`config.mk`:
```
export PLATFORM = sky130hd
export DESIGN_NAME = mem_stage_ctrl
export DESIGN_NICKNAME = d
export VERILOG_FILES = /design/src/rtl/mem_stage_ctrl.sv
export SDC_FILE = /design/constraint.sdc
export NUM_CORES = 1
export LEC_CHECK = 0
export ABC_AREA = 1
export CAP_MARGIN = 25
export CORE_MARGIN = 10
export CORE_UTILIZATION = 25
export DETAILED_ROUTE_END_ITERATION = 10
export HOLD_SLACK_MARGIN = 0.08
export MAX_ROUTING_LAYER = met4
export PLACE_DENSITY = 0.65
export SLEW_MARGIN = 5
export SYNTH_ARGS = -nofsm -noshare
export SYNTH_HDL_FRONTEND = slang
export SYNTH_SLANG_ARGS = --single-unit
```
`constraint.sdc`:
```
create_clock -name clk -period 1.4 [get_ports clk]
set_clock_uncertainty 0.1 [all_clocks]
set_input_delay 0.35 -clock clk [delete_from_list [all_inputs] [get_ports clk]]
set_output_delay 0.35 -clock clk [all_outputs]
set_load 0.02 [all_outputs]
```
`src/rtl/mem_stage_ctrl.sv`:
```
// ============================================================================
// Module      : mem_stage_ctrl
// Description : MEM-stage data-memory access controller: strobes accesses,
//               stalls the pipeline on wait states, holds read data, flags
//               illegal requests. Optional BUSY timeout via MEM_TIMEOUT_EN.
// Revision    : 1.0 - initial release
// ============================================================================
`default_nettype none

module mem_stage_ctrl #(
    parameter int unsigned TIMEOUT_CYCLES = 15
) (
    input  logic        clk,
    input  logic        rst,
    input  logic        mem_read_in,
    input  logic        mem_write_in,
    input  logic        flush_in,
    input  logic        mem_done,
    input  logic [15:0] mem_data_in,
    output logic        mem_en,
    output logic        mem_wr,
    output logic [15:0] read_data_out,
    output logic        pipe_stall,
    output logic        mwb_bubble,
    output logic        busy,
    output logic        err
);

    typedef enum logic [1:0] {
        S_IDLE = 2'd0,
        S_BUSY = 2'd1,
        S_ERR  = 2'd2
    } state_t;

    state_t      r_state;
    state_t      w_next;
    logic [15:0] r_hold;

    logic w_acc;
    logic w_illegal;
    logic w_legal;
    logic w_done_acc;
    logic w_timeout;
    logic w_en;
    logic w_wr;
    logic w_stall;
    logic w_bubble;

    assign w_acc     = (mem_read_in | mem_write_in) & ~flush_in;
    assign w_illegal = w_acc & mem_read_in & mem_write_in;
    assign w_legal   = w_acc & ~w_illegal;

    // mem_done only counts when an access is actually outstanding or issued now
    assign w_done_acc = mem_done & (((r_state == S_IDLE) & w_legal) | (r_state == S_BUSY));

`ifdef MEM_TIMEOUT_EN
    localparam logic [3:0] c_timeout = 4'(TIMEOUT_CYCLES);

    logic [3:0] r_cnt;

    always_ff @(posedge clk) begin
        if (rst) begin
            r_cnt <= 4'd0;
        end else if (r_state == S_IDLE) begin
            r_cnt <= 4'd0;
        end else if ((r_state == S_BUSY) && (r_cnt != 4'hF)) begin
            r_cnt <= r_cnt + 4'd1;
        end
    end

    assign w_timeout = (r_state == S_BUSY) && (r_cnt == c_timeout);
`else
    logic [3:0] w_unused_timeout;
    assign w_unused_timeout = 4'(TIMEOUT_CYCLES);
    assign w_timeout        = 1'b0;
`endif

    always_ff @(posedge clk) begin
        if (rst) begin
            r_state <= S_IDLE;
            r_hold  <= 16'h0000;
        end else begin
            r_state <= w_next;
            if (w_done_acc) begin
                r_hold <= mem_data_in;
            end
        end
    end

    always_comb begin
        w_next   = r_state;
        w_en     = 1'b0;
        w_wr     = 1'b0;
        w_stall  = 1'b0;
        w_bubble = 1'b0;
        case (r_state)
            S_IDLE: begin
                if (w_illegal) begin
                    // freeze the offending instruction while entering ERR
                    w_stall  = 1'b1;
                    w_bubble = 1'b1;
                    w_next   = S_ERR;
                end else if (w_legal) begin
                    w_en = 1'b1;
                    w_wr = mem_write_in;
                    if (!mem_done) begin
                        w_stall  = 1'b1;
                        w_bubble = 1'b1;
                        w_next   = S_BUSY;
                    end
                end
            end
            S_BUSY: begin
                if (mem_done) begin
                    w_next = S_IDLE;
                end else begin
                    w_stall  = 1'b1;
                    w_bubble = 1'b1;
                    if (w_timeout) begin
                        w_next = S_ERR;
                    end
                end
            end
            S_ERR: begin
                w_stall  = 1'b1;
                w_bubble = 1'b1;
            end
            default: begin
                w_next = S_IDLE;
            end
        endcase
    end

    // Every output is held low while reset is asserted
    assign mem_en        = ~rst & w_en;
    assign mem_wr        = ~rst & w_wr;
    assign pipe_stall    = ~rst & w_stall;
    assign mwb_bubble    = ~rst & w_bubble;
    assign busy          = ~rst & (r_state == S_BUSY);
    assign err           = ~rst & (r_state == S_ERR);
    assign read_data_out = rst        ? 16'h0000    :
                           w_done_acc ? mem_data_in : r_hold;

endmodule

`default_nettype wire
```
==> reports/results.ini, run 1 <==
[power_and_ir_drop]
ir_drop_mv = 0.453
report.power.total_mw = 1.84
p_leak_nw = 0.897
p_per_area_nw_per_um2 = 869

[synthesis]
syn_avg_cell_area_um2 = 7.22
synthCells = 137
ys_seq_area_frac = 0.364
ys_ff_latch = 18
ys_types = 21
synthesis.nets = 159
yosys_warnings = 0
syn_area_um2 = 990

[timing]
rsz0062_at_grt = yes
worst_slew_pin_slew_ns = 0.248
period_share = 1.39
hold_viol = 0
fin_ws_ns = -0.545
max_freq_mhz = 514
setup_viol = 23
finalSetupTns_ns = -9.95
fin_crit_ns = 1.95
relSlewSlack = 0.834
drv_slew = 0

[setup_path]
crit_buf_inv = 4
reg2reg_from = r_state[1]
start_kind = primary input
ff2ff_path_depth = 8
critPathKind = in -> out
r2r_slack_ns = -0.02
worst_r2r_endpoint = r_hold[14]
worstPathArrival_ns = 1.50
cp_max_fo = 8
cp_common_cell = nand2_2
slowest_stage = buf_2
critPathTopFamily = simple AND/OR/NAND/NOR gates
critPathRequiredTime_ns = 0.95
crit_chain = buf_2 -> inv_16 -> nand2_2 -> nand2_4 -> nand3_4 -> nand2_8 -> buf_12 -> nand3_2 -> nand2_2 -> nor2_4 -> buf_6
startpoint = flush_in
endpoint_kind = output pin
critPathMaxStageDelay_ns = 0.19

[drt]
viasPerCell = 4.43
wl_per_cell_um = 13.5
drc = 0
drt_iter0_drc = 29
vias = 1104
first_pass_iters = 4
drt_wl_total_um = 3360
drtAntennaViolNets = 0

[worst_hold_path]
min_path_type = reg -> reg
hp-start = r_hold[3]
min_path_cells = 2
min_to = r_hold[3]

[clock_network]
clk_latency_ns = 0.26
cts-root-buf = clkbuf_8
cts_tree = done
clk_path_buf_depth = 2
cts_htree_levels = 1
numCtsBuffers = 3
clk_pin_slew_ns = 0.07
cts_sinks = 18

[global_routing]
grt_max_degree = 15
grt-ovfl-total = 0
grt_usage = 0.105
grt_first_pass_wirelength_um = 6100
antenna_found_initial = 0
grt_pass1_vias = 1287

[place]
place_inst = 238
numPortBuffers = 43
place.gp.congestion = 0.674
dp_hpwl_um = 2640

[floorplan]
ios = 44
die_y_um = 82.9
num_rows = 22
fp.coreArea_um2 = 3740
start_util = 0.264
die_w_um = 82.9
dieArea_um2 = 6880

[final_layout]
seq_area_um2 = 365
multi_input_area_um2 = 803
most-common-layout-cells = 22 x buf_4, 21 x buf_6, 18 x nor2_4, 18 x inv_1, 17 x nand2_2
finalNetCount = 224
drive_gt1_frac = 0.687
diodes = 0
layout_commonest_cell = buf_4
fin_cells = 249
area_delta_synth_final_pct = 114
nFillCells = 334

[run]
drv_cap = 0

[status]
run_status = complete, but fails checks
violations = negative setup slack

[kinds of logic after synthesis]
| group | count (synthesis) | synth area share |
|---|---|---|
| and+or+nand+nor | 67 | 0.362 |
| AOI/OAI and AO/OA | 19 | 0.110 |
| DFF | 18 | 0.364 |
| buffers and inverters | 33 | 0.164 |
[synth_stat cells]
cell / instances / area share
a211oi_1: 1 / 0.0076
nor2_4: 1 / 0.011
nand2_1: 22 / 0.083
inv_1: 22 / 0.083
buf_2: 4 / 0.020
dfxtp_1: 18 / 0.36
nor2_1: 18 / 0.068
nand2_2: 2 / 0.013
nand4_1: 1 / 0.0063
nand3_1: 11 / 0.056
clkbuf_1: 1 / 0.0038
a21oi_1: 15 / 0.076
nand3_2: 8 / 0.081
nand3_4: 1 / 0.018
buf_4: 1 / 0.0076
nor3b_1: 1 / 0.0076
nand2_4: 1 / 0.011
buf_6: 4 / 0.046
inv_2: 1 / 0.0038
a21oi_2: 3 / 0.027
nor2_2: 1 / 0.0063
[routing by layer]
layer	vias up	share of wire	global-route usage
met4	0	0.015	0.0246
met2	33	0.49	0.168
met1	510	0.44	0.123
met3	7	0.050	0.0361
met5	-	0	-
li1	554	-	-
[metrics by stage]
| step | setup WS [ns] | area [um^2] | utilization | hold slack [ns] |
|---|---|---|---|---|
| floorplan | -0.150 | 1320 | - | 0.437 |
| global placement | -1.38 | 1920 | 0.512 | 0.352 |
| detailed placement | -1.42 | 1920 | 0.512 | 0.355 |
| CTS | -0.519 | 2100 | 0.560 | 0.392 |
| global route | -0.614 | 2120 | 0.566 | 0.413 |
| finish | -0.545 | 2120 | 0.566 | 0.384 |
[report_power, final]
group / switching, mW / leakage [nW] / internal, mW
clock: 0.176 / 0.0288 / 0.250
combinational: 0.417 / 0.720 / 0.410
sequential: 0.0286 / 0.149 / 0.558
total: 0.623 / 0.897 / 1.22
[timing repair]
action / 4_1_cts / 5_1_grt
endpoints found under the setup margin: 39 / 23
pin swaps: 11 / 6
cloned: 2 / 0
hold buffers: 0 / 0
gates resized for setup: 156 / 3
buffers inserted: 5 / 1
[state kept, by name, summed over array words and instances (netlist names)]
name and cells:
r_hold 16, r_state 2
[final cells by class]
| class | instances | area share |
|---|---|---|
| clock buffer | 4 | 0.0260 |
| inverter | 23 | 0.0484 |
| multi-input combinational | 86 | 0.379 |
| sequential | 18 | 0.172 |
| tap | 48 | 0.0284 |
| timing repair buffer | 70 | 0.346 |
[worst max path at each step]
stage,cells after the start,to,slack (ns)
final,11,read_data_out[14],-0.55
after global placement,12,read_data_out[13],-1.38
after global routing,8,read_data_out[14],-0.61
after CTS,8,read_data_out[8],-0.52
after detailed placement,12,read_data_out[13],-1.42
after floorplan,9,read_data_out[4],-0.15
[worst register-to-register path, stage by stage (launching register included)]
cell	delay, ns
dfxtp_2	0.35
nor2_4	0.14
nand3_4	0.11
nand2_8	0.15
buf_12	0.14
nand3_2	0.07
nand2_2	0.09
nor2_4	0.05
buf_4	0.12
(Power assumes the default switching activity.)
==> run 2: changes to the inputs <==
--- a/config.mk
+++ b/config.mk
@@ -9,6 +9,7 @@
 export CAP_MARGIN = 25
 export CORE_MARGIN = 10
 export CORE_UTILIZATION = 25
+export CTS_BUF_LIST = sky130_fd_sc_hd__clkbuf_4 sky130_fd_sc_hd__clkbuf_8
 export DETAILED_ROUTE_END_ITERATION = 10
 export HOLD_SLACK_MARGIN = 0.08
 export MAX_ROUTING_LAYER = met4
==> results of run 2 <==
No change in the layout: final DEF, timing and power equal those of run 1.
